===== src/rtl/bcd_pkg.sv =====
// Shared definitions for the digit-serial BCD adder/subtractor.
//   bcd_state_t    : controller states (COMP only reachable with BCD_SIGNED_EN)
//   BCD_DIGIT_W    : bits per packed BCD digit
//   BCD_RADIX      : decimal radix
//   BCD_OP_ADD/SUB : encoding of the op input
//   digit_invalid  : true for a nibble that is not a legal BCD digit
package bcd_pkg;

    typedef enum logic [1:0] {
        ST_IDLE = 2'd0,
        ST_RUN  = 2'd1,
        ST_COMP = 2'd2,
        ST_DONE = 2'd3
    } bcd_state_t;

    localparam int unsigned BCD_DIGIT_W = 4;
    localparam int unsigned BCD_RADIX   = 10;

    localparam logic BCD_OP_ADD = 1'b0;
    localparam logic BCD_OP_SUB = 1'b1;

    function automatic logic digit_invalid(input logic [BCD_DIGIT_W-1:0] dig);
        return (dig > 4'(BCD_RADIX - 1));
    endfunction

endpackage


===== src/rtl/bcd_digit_alu.sv =====
// Combinational one-digit BCD add/subtract cell.
// Ports:
//   op   : 0 = x+y+cin, 1 = x-y-cin
//   cin  : incoming carry (add) or borrow (sub)
//   x, y : BCD digit operands
//   d    : BCD result digit
//   cout : outgoing carry (add) or borrow (sub)
// Arithmetic is done 5 bits wide so the >9 / less-than compares see the
// untruncated value.
module bcd_digit_alu
    import bcd_pkg::*;
(
    input  logic       op,
    input  logic       cin,
    input  logic [3:0] x,
    input  logic [3:0] y,
    output logic [3:0] d,
    output logic       cout
);

    logic [4:0] w_x5;
    logic [4:0] w_sum;
    logic [4:0] w_rhs;

    always_comb begin
        w_x5  = {1'b0, x};
        w_sum = w_x5 + {1'b0, y} + {4'b0, cin};
        w_rhs = {1'b0, y} + {4'b0, cin};
        d     = '0;
        cout  = 1'b0;
        if (op == BCD_OP_ADD) begin
            if (w_sum > 5'(BCD_RADIX - 1)) begin
                d    = 4'(w_sum - 5'(BCD_RADIX));
                cout = 1'b1;
            end else begin
                d    = w_sum[3:0];
            end
        end else begin
            if (w_x5 < w_rhs) begin
                d    = 4'(w_x5 + 5'(BCD_RADIX) - w_rhs);
                cout = 1'b1;
            end else begin
                d    = 4'(w_x5 - w_rhs);
            end
        end
    end

endmodule


===== src/rtl/bcd_addsub_serial.sv =====
// Digit-serial N-digit packed-BCD adder/subtractor, one digit per clock,
// least-significant digit first, with a start/busy/done handshake.
// Optional feature macro: BCD_SIGNED_EN -- a subtraction ending in a borrow
// is converted to sign/magnitude by an extra COMP pass (0 - result).
// Ports:
//   clk, rst : clock, asynchronous active-high reset
//   start    : request, sampled only in IDLE
//   op       : 0 = add, 1 = subtract (latched with start)
//   a, b     : packed BCD operands, digit 0 in bits [3:0] (latched with start)
//   busy     : operation in progress
//   done     : one-cycle pulse when result is valid
//   result   : packed BCD result, held until the next accepted start
//   carry    : carry (add) / borrow (sub) out of the top digit
//   neg      : subtraction result is negative
//   err      : a latched operand digit was >9
module bcd_addsub_serial
    import bcd_pkg::*;
#(
    parameter int unsigned DIGITS = 4
)
(
    input  logic                          clk,
    input  logic                          rst,
    input  logic                          start,
    input  logic                          op,
    input  logic [BCD_DIGIT_W*DIGITS-1:0] a,
    input  logic [BCD_DIGIT_W*DIGITS-1:0] b,
    output logic                          busy,
    output logic                          done,
    output logic [BCD_DIGIT_W*DIGITS-1:0] result,
    output logic                          carry,
    output logic                          neg,
    output logic                          err
);

    localparam int unsigned W     = BCD_DIGIT_W * DIGITS;
    localparam int unsigned IDX_W = (DIGITS > 1) ? $clog2(DIGITS) : 1;
    localparam logic [IDX_W-1:0] LAST_IDX = IDX_W'(DIGITS - 1);

    bcd_state_t        r_state;
    bcd_state_t        w_next;
    logic              r_op;
    logic [W-1:0]      r_a;
    logic [W-1:0]      r_b;
    logic [IDX_W-1:0]  r_idx;
    logic              r_cin;
    logic [W-1:0]      r_result;
    logic              r_carry;
    logic              r_neg;
    logic              r_err;
    logic              r_done;

    logic              w_last;
    logic              w_err_in;
    logic [3:0]        w_xa;
    logic [3:0]        w_yb;
    logic              w_alu_op;
    logic [3:0]        w_x;
    logic [3:0]        w_y;
    logic [3:0]        w_d;
    logic              w_cout;

    assign w_last = (r_idx == LAST_IDX);

    // Operand digit selected by the running digit index
    always_comb begin
        w_xa = '0;
        w_yb = '0;
        for (int unsigned i = 0; i < DIGITS; i++) begin
            if (r_idx == IDX_W'(i)) begin
                w_xa = r_a[i*BCD_DIGIT_W +: BCD_DIGIT_W];
                w_yb = r_b[i*BCD_DIGIT_W +: BCD_DIGIT_W];
            end
        end
    end

    always_comb begin
        w_err_in = 1'b0;
        for (int unsigned i = 0; i < DIGITS; i++) begin
            w_err_in = w_err_in
                     | digit_invalid(a[i*BCD_DIGIT_W +: BCD_DIGIT_W])
                     | digit_invalid(b[i*BCD_DIGIT_W +: BCD_DIGIT_W]);
        end
    end

`ifdef BCD_SIGNED_EN
    logic [3:0] w_rd;

    always_comb begin
        w_rd = '0;
        for (int unsigned i = 0; i < DIGITS; i++) begin
            if (r_idx == IDX_W'(i)) begin
                w_rd = r_result[i*BCD_DIGIT_W +: BCD_DIGIT_W];
            end
        end
    end
`endif

    // The single digit cell is shared: COMP feeds it 0 - result[idx]
    always_comb begin
        w_alu_op = r_op;
        w_x      = w_xa;
        w_y      = w_yb;
`ifdef BCD_SIGNED_EN
        if (r_state == ST_COMP) begin
            w_alu_op = BCD_OP_SUB;
            w_x      = '0;
            w_y      = w_rd;
        end
`endif
    end

    bcd_digit_alu u_alu (
        .op   (w_alu_op),
        .cin  (r_cin),
        .x    (w_x),
        .y    (w_y),
        .d    (w_d),
        .cout (w_cout)
    );

    // State register
    always_ff @(posedge clk or posedge rst) begin
        if (rst) begin
            r_state <= ST_IDLE;
        end else begin
            r_state <= w_next;
        end
    end

    // Next-state logic
    always_comb begin
        w_next = r_state;
        case (r_state)
            ST_IDLE: begin
                if (start) begin
                    w_next = ST_RUN;
                end
            end
            ST_RUN: begin
                if (w_last) begin
`ifdef BCD_SIGNED_EN
                    if ((r_op == BCD_OP_SUB) && w_cout) begin
                        w_next = ST_COMP;
                    end else begin
                        w_next = ST_DONE;
                    end
`else
                    w_next = ST_DONE;
`endif
                end
            end
`ifdef BCD_SIGNED_EN
            ST_COMP: begin
                if (w_last) begin
                    w_next = ST_DONE;
                end
            end
`endif
            ST_DONE: begin
                w_next = ST_IDLE;
            end
            default: begin
                w_next = ST_IDLE;
            end
        endcase
    end

    // Datapath registers; done is registered on leaving DONE so it is
    // high in the first IDLE cycle, where a new start is accepted.
    always_ff @(posedge clk or posedge rst) begin
        if (rst) begin
            r_op     <= BCD_OP_ADD;
            r_a      <= '0;
            r_b      <= '0;
            r_idx    <= '0;
            r_cin    <= 1'b0;
            r_result <= '0;
            r_carry  <= 1'b0;
            r_neg    <= 1'b0;
            r_err    <= 1'b0;
            r_done   <= 1'b0;
        end else begin
            r_done <= 1'b0;
            case (r_state)
                ST_IDLE: begin
                    if (start) begin
                        r_op     <= op;
                        r_a      <= a;
                        r_b      <= b;
                        r_idx    <= '0;
                        r_cin    <= 1'b0;
                        r_result <= '0;
                        r_carry  <= 1'b0;
                        r_neg    <= 1'b0;
                        r_err    <= w_err_in;
                    end
                end
                ST_RUN: begin
                    for (int unsigned i = 0; i < DIGITS; i++) begin
                        if (r_idx == IDX_W'(i)) begin
                            r_result[i*BCD_DIGIT_W +: BCD_DIGIT_W] <= w_d;
                        end
                    end
                    r_cin <= w_cout;
                    r_idx <= r_idx + IDX_W'(1);
                    if (w_last) begin
                        r_carry <= w_cout;
                        r_idx   <= '0;
                        r_cin   <= 1'b0;
`ifndef BCD_SIGNED_EN
                        r_neg   <= (r_op == BCD_OP_SUB) && w_cout;
`endif
                    end
                end
`ifdef BCD_SIGNED_EN
                ST_COMP: begin
                    for (int unsigned i = 0; i < DIGITS; i++) begin
                        if (r_idx == IDX_W'(i)) begin
                            r_result[i*BCD_DIGIT_W +: BCD_DIGIT_W] <= w_d;
                        end
                    end
                    r_cin <= w_cout;
                    r_idx <= r_idx + IDX_W'(1);
                    if (w_last) begin
                        r_neg <= 1'b1;
                        r_idx <= '0;
                        r_cin <= 1'b0;
                    end
                end
`endif
                ST_DONE: begin
                    r_done <= 1'b1;
                end
                default: begin
                end
            endcase
        end
    end

    assign busy   = (r_state != ST_IDLE);
    assign done   = r_done;
    assign result = r_result;
    assign carry  = r_carry;
    assign neg    = r_neg;
    assign err    = r_err;

endmodule


===== config.mk =====
export PLATFORM = sky130hd
export DESIGN_NAME = bcd_addsub_serial
export DESIGN_NICKNAME = d
export VERILOG_FILES = /design/src/rtl/bcd_pkg.sv /design/src/rtl/bcd_digit_alu.sv /design/src/rtl/bcd_addsub_serial.sv
export SDC_FILE = /design/constraint.sdc
export NUM_CORES = 1
export LEC_CHECK = 0
export ABC_AREA = 1
export CAP_MARGIN = 40
export CORE_MARGIN = 2
export CORE_UTILIZATION = 57
export CTS_CLUSTER_SIZE = 16
export DETAILED_ROUTE_END_ITERATION = 6
export GPL_TIMING_DRIVEN = 0
export PLACE_DENSITY = 0.85
export SKIP_CTS_REPAIR_TIMING = 1
export SYNTH_ARGS = -nofsm -noshare
export SYNTH_HDL_FRONTEND = slang
export SYNTH_HIERARCHICAL = 1
export SYNTH_SLANG_ARGS = --single-unit

===== constraint.sdc =====
create_clock -name clk -period 5.8 [get_ports clk]
set_input_delay 1.16 -clock clk [delete_from_list [all_inputs] [get_ports clk]]
set_output_delay 1.16 -clock clk [all_outputs]
set_load 0.005 [all_outputs]

==> flow_metrics.py, run 1 <==
metrics = {
    "outcome": {
        "status": "finished clean",
    },
    "hold_path": {
        "hold_path_class": "register to register",
    },
    "logic_synthesis": {
        "synth_warnings": 6,
        "ys_ff_latch": 58,
        "syn-cell-area_sq_um": 3340,
        "synth.net_count": 489,
        "synth_cells": 433,
        "synth.distinct_cells": 27,
        "seq_area_frac_synth_pct": 43.5,
        "avgSynthCellArea_sq_um": 7.71,
    },
    "clock_tree": {
        "cts_tree": "built",
        "cts.sinks": 58,
        "cts_max_path_buffers": 2,
        "cts_buffers": 9,
        "insertion_delay_ps": 340,
        "root_buffer": "clkbuf_8",
        "htreeDepth": 3,
        "clkTransAtPathRegs_ps": 70,
    },
    "sta": {
        "slew_violations": 0,
        "final-hold-violation-count": 0,
        "finalWorstPathRequiredPeriod_ps": 4150,
        "setup_violations": 0,
        "grt_setup_unrepaired": "false",
        "timing.final.crit_share_pct": 71.5,
        "finalSetupTns_ps": 0,
        "max_freq_mhz": 241,
        "worstMarginPinSlew_ps": 535,
        "fin_worst_hold_slack_ps": 477,
        "slew_headroom_pct": 64.3,
        "finClkSkew_ps": 9.60,
    },
    "global_route": {
        "antenna_found_initial": 0,
        "grt_overflow": 0,
        "grt_max_degree": 35,
        "grt.total_usage_pct": 26.9,
        "grt_pass1_vias": 2963,
        "grt_first_pass_wirelength_mm": 13.2,
    },
    "worst_setup_path": {
        "cp-end-kind": "register",
        "r2r_slack_ps": 1650,
        "cp-start-kind": "register",
        "cp.required_ps": 6080,
        "worst-setup-path-type": "register to register",
        "worstPathArrival_ps": 4430,
        "cp_max_fo": 9,
    },
    "cells_and_area": {
        "final_cell_mix": "nand2_1 (190), dfrtp_1 (58), clkdlybuf4s50_1 (56), inv_1 (33), o21ai_0 (30)",
        "register_area_sq_um": 1450,
        "drive_gt1_share_pct": 9.68,
        "final_common_cell": "nand2_1",
        "multiInputGateArea_sq_um": 1670,
        "nNetsFinal": 557,
        "n_fill_cell": 417,
        "syn_to_final_growth_pct": 26.2,
        "antenna_cells": 0,
    },
    "placed_design": {
        "hpwl_mm": 6.05,
        "portBuffers": 56,
        "gp_congestion": 0.882,
    },
    "detailed_routing": {
        "wire_per_inst_um": 13.9,
        "dr_wl_met2_mm": 3.97,
        "ant_nets": 0,
        "wl_met3_um": 438,
        "vias_per_cell": 5.35,
        "drc": 0,
        "drtPass1Iterations": 5,
        "routed_wl_mm": 8.03,
        "dr_total_vias": 3094,
        "topRoutingLayerUsed": "met4",
        "drt_iter0_markers": 202,
        "wl_met1_mm": 3.42,
    },
    "floorplanning": {
        "die_y_um": 80.5,
        "initial_core_util_pct": 59.9,
        "num_rows": 27,
        "ios": 57,
        "core_area_sq_um": 5570,
        "die_area_sq_um": 6480,
        "fp.dieW_um": 80.5,
    },
    "job": {
        "maxCapViolCount": 0,
    },
}
cell families (layout without fill, tap and decap cells):
family | Yosys count | count (layout) | share of synthesized area [%]
buffers and inverters | 51 | 124 | 6.48
adder cells (fa/ha/maj) | 20 | 20 | 8.40
flip-flops | 58 | 58 | 43.5
XOR/XNOR | 6 | 6 | 1.57
AO/OA/AOI/OAI | 51 | 51 | 8.51
AND/OR/NAND/NOR | 247 | 247 | 31.6
worst paths after layout:
path / startpoint / endpoint / depth (start not counted)
min reg2reg: result[7] / result[7] / 2
max reg2reg: r_idx[0] / result[11] / 24
max in group asynchronous: rst / r_op / 3
min in group asynchronous: rst / result[2] / 2
min: result[7] / result[7] / 2
max: r_idx[0] / result[11] / 24
state kept, by name, summed over array words and instances, names as in the netlist, 2 cells and up:
register / cells
r_a: 16
r_b: 16
r_state: 2
result: 16
r_idx: 2
stage by stage:
stage | area [sq um] | utilization [%] | instances | setup slack (ps)
3_5_place_dp | 4010 | 71.9 | 562 | 1750
3_3_place_gp | 3990 | 71.6 | 561 | 1920
6_report | 4210 | 75.6 | 578 | 1650
2_1_floorplan | 3340 | - | 433 | 2410
5_1_grt | 4210 | 75.6 | 578 | 1200
4_1_cts | 4210 | 75.6 | 578 | 1740
cell type report:
type,count,share of cell area (%)
Buffer,13,1.75
Multi-Input combinational cell,324,39.6
Tap cell,72,2.14
Clock buffer,12,3.68
Inverter,38,3.38
Sequential cell,58,34.4
Timing Repair Buffer,57,13.8
Clock inverter,4,1.19
cell usage after synthesis (all sizes together):
cell    instances  area (sq um)
nand3b          1          7.51
a21oi          19           110
xnor2           3          26.3
xor2            3          26.3
fa              4          80.1
nor2           14          62.6
o21ai          31           155
nand2         202           823
dfrtp          58          1450
clkbuf          1          3.75
inv            36           135
buf            12          70.1
nand3          26           135
nand4           4          25.0
a21boi          1          18.8
ha             16           200
clkinv          2          7.51
layer usage:
layer,track usage (%),vias up
met1,31.9,1461
met5,0,-
met3,5.73,18
met2,46.3,119
li1,-,1496
met4,12.9,0
critical path, stage by stage (launching register included):
cell	delay, ps
dfrtp_1	430
inv_1	100
ha_1	140
clkbuf_1	310
nand2_1	80
o21ai_0	170
nand2_1	90
a21oi_1	250
inv_1	110
fa_1	430
inv_1	120
fa_1	480
inv_1	110
ha_1	210
nand2_1	70
a21boi_4	140
nand2_4	100
nand3_1	70
nand2_1	70
nand2_1	50
nand2_1	70
inv_1	50
nor2_1	270
nand2_1	100
nand2_1	80
Power of run 1 is left out: the tool's default activity adds up to more than one toggle a clock period on the data nets, which glitch-free logic cannot reach.
==> run 2: changes to the inputs <==
--- a/config.mk
+++ b/config.mk
@@ -8,11 +8,11 @@
 export ABC_AREA = 1
 export CAP_MARGIN = 40
 export CORE_MARGIN = 2
-export CORE_UTILIZATION = 57
+export CORE_UTILIZATION = 48
 export CTS_CLUSTER_SIZE = 16
 export DETAILED_ROUTE_END_ITERATION = 6
 export GPL_TIMING_DRIVEN = 0
-export PLACE_DENSITY = 0.85
+export PLACE_DENSITY = 0.76
 export SKIP_CTS_REPAIR_TIMING = 1
 export SYNTH_ARGS = -nofsm -noshare
 export SYNTH_HDL_FRONTEND = slang
==> constraint.sdc (replaced) <==
create_clock -name clk -period 3.77 [get_ports clk]
set_input_delay 0.754 -clock clk [delete_from_list [all_inputs] [get_ports clk]]
set_output_delay 0.754 -clock clk [all_outputs]
set_load 0.005 [all_outputs]
==> run 2 against run 1 <==
Via count shrank 3.3%. Count of clock-buffer cells in the layout fell by 2. Sequential cell count is the same. Worst hold slack got worse by 0.62 ps. Design area rose by 2.6%. Cell count rose by 2.4%. Setup slack worse by 1400 ps. Sequential share of layout area is 0.89 points lower. Non-clock buffer count rose by 6. Routed wire length fell by 5.0%. Maximum frequency grew 17%. Critical endpoint is now result[7]. Highest routed layer unchanged.
==> flow_metrics.py, run 2 (synthesized netlist as in run 1, its figures left out) <==
metrics = {
    "outcome": {
        "status": "finished clean",
    },
    "clock_tree": {
        "htreeDepth": 3,
        "clkTransAtPathRegs_ps": 70,
        "insertion_delay_ps": 340,
        "cts_buffers": 9,
        "root_buffer": "clkbuf_8",
        "cts.sinks": 58,
        "cts_tree": "built",
        "cts_max_path_buffers": 2,
    },
    "worst_setup_path": {
        "worst-setup-path-type": "register to register",
        "crit_path_frequent_cell": "nand2_1",
        "crit_slowest_cell": "dfrtp_1",
        "cp-end-kind": "register",
        "cp_max_fo": 10,
        "r2r_cells": 26,
        "cp.required_ps": 4050,
        "crit_buf_inv": 8,
        "worstPathArrival_ps": 3810,
        "critical_path.top_delay_family": "adder cells",
        "worstSetupPathDepth": 26,
        "crit_path_max_incr_delay_ps": 440,
        "cp-start-kind": "register",
    },
    "global_route": {
        "grt_max_degree": 36,
        "grt.total_usage_pct": 21.5,
        "grt_pass1_vias": 2830,
        "grt_first_pass_wirelength_mm": 12.7,
        "grt_overflow": 0,
        "antenna_found_initial": 0,
    },
    "floorplanning": {
        "num_rows": 30,
        "ios": 57,
        "fp.dieW_um": 87.4,
        "core_area_sq_um": 6760,
        "initial_core_util_pct": 49.4,
        "die_area_sq_um": 7640,
        "die_y_um": 87.4,
    },
    "detailed_routing": {
        "drtPass1Iterations": 4,
        "routed_wl_mm": 7.63,
        "dr_total_vias": 2991,
        "vias_per_cell": 5.05,
        "ant_nets": 0,
        "wire_per_inst_um": 12.9,
        "drc": 0,
        "drt_iter0_markers": 97,
    },
    "cells_and_area": {
        "drive_gt1_share_pct": 13.7,
        "final_cell_area_sq_um": 4330,
        "syn_to_final_growth_pct": 29.6,
        "antenna_cells": 0,
        "nNetsFinal": 563,
        "final_common_cell": "nand2_1",
        "final_cell_mix": "nand2_1 (190), dfrtp_1 (58), clkdlybuf4s50_1 (56), inv_1 (30)",
        "fin_cells": 592,
    },
    "placed_design": {
        "dpl_cell_area_sq_um": 4020,
        "place_ws_ps": -260,
        "portBuffers": 56,
        "hpwl_mm": 5.77,
        "placed_cells": 570,
        "gp_congestion": 0.899,
    },
    "sta": {
        "max_freq_mhz": 283,
        "finalWorstPathRequiredPeriod_ps": 3530,
        "finalSetupTns_ps": 0,
        "setup_ws_ps": 237,
        "slew_headroom_pct": 65.5,
        "timing.final.crit_share_pct": 93.7,
        "finClkSkew_ps": 9.94,
        "worstMarginPinSlew_ps": 517,
        "slew_violations": 0,
        "setup_violations": 0,
        "final-hold-violation-count": 0,
    },
    "hold_path": {
        "min_path_cells": 2,
        "hold_path_class": "register to register",
    },
    "job": {
        "maxCapViolCount": 0,
    },
}
-- run 2: stage by stage --
| stage | hold slack (ps) | utilization [%] |
|---|---|---|
| after floorplan | 449 | - |
| after global placement | 459 | 59.2 |
| after detailed placement | 466 | 59.5 |
| after CTS | 484 | 62.1 |
| after global routing | 507 | 64.0 |
| final | 476 | 64.0 |
-- run 2: path summary, 6_finish.rpt --
check | from | endpoint | slack, ps
worst max-delay path | r_idx[0] | result[7] | 240
worst min-delay path | result[7] | result[7] | 480
worst max register to register | r_idx[0] | result[7] | 240
worst min register to register | result[7] | result[7] | 480
max in group asynchronous | rst | r_op | 2450
min in group asynchronous | rst | result[0] | 750
-- run 2: metal layers --
metal / share of wire, % / global-route usage (%) / vias to the layer above
met4: 2.3 / 9.65 / 0
met5: 0 / 0 / -
li1: - / - / 1516
met3: 4.5 / 4.27 / 16
met1: 46 / 28.2 / 1368
met2: 47 / 34.4 / 91
-- run 2: final cells by class --
cell class / count / area, sq um
fillers: 603 / 2430
multi-input cells: 324 / 1730
flip-flops and latches: 58 / 1450
repair buffers: 64 / 633
inverters: 38 / 150
clock buffers: 10 / 138
well taps: 80 / 100
plain buffers: 12 / 86.3
clock inverters: 6 / 41.3
-- run 2: worst register-to-register path: cells and delay by family (launching register included) --
| family | cells | cell delay [ps] |
|---|---|---|
| adder cells (fa/ha/maj) | 6 | 1580 |
| AND/OR/NAND/NOR | 10 | 770 |
| buffers and inverters | 8 | 560 |
| flip-flops | 1 | 440 |
| AO/OA/AOI/OAI | 2 | 120 |
Power of run 2 is left out for the same reason.
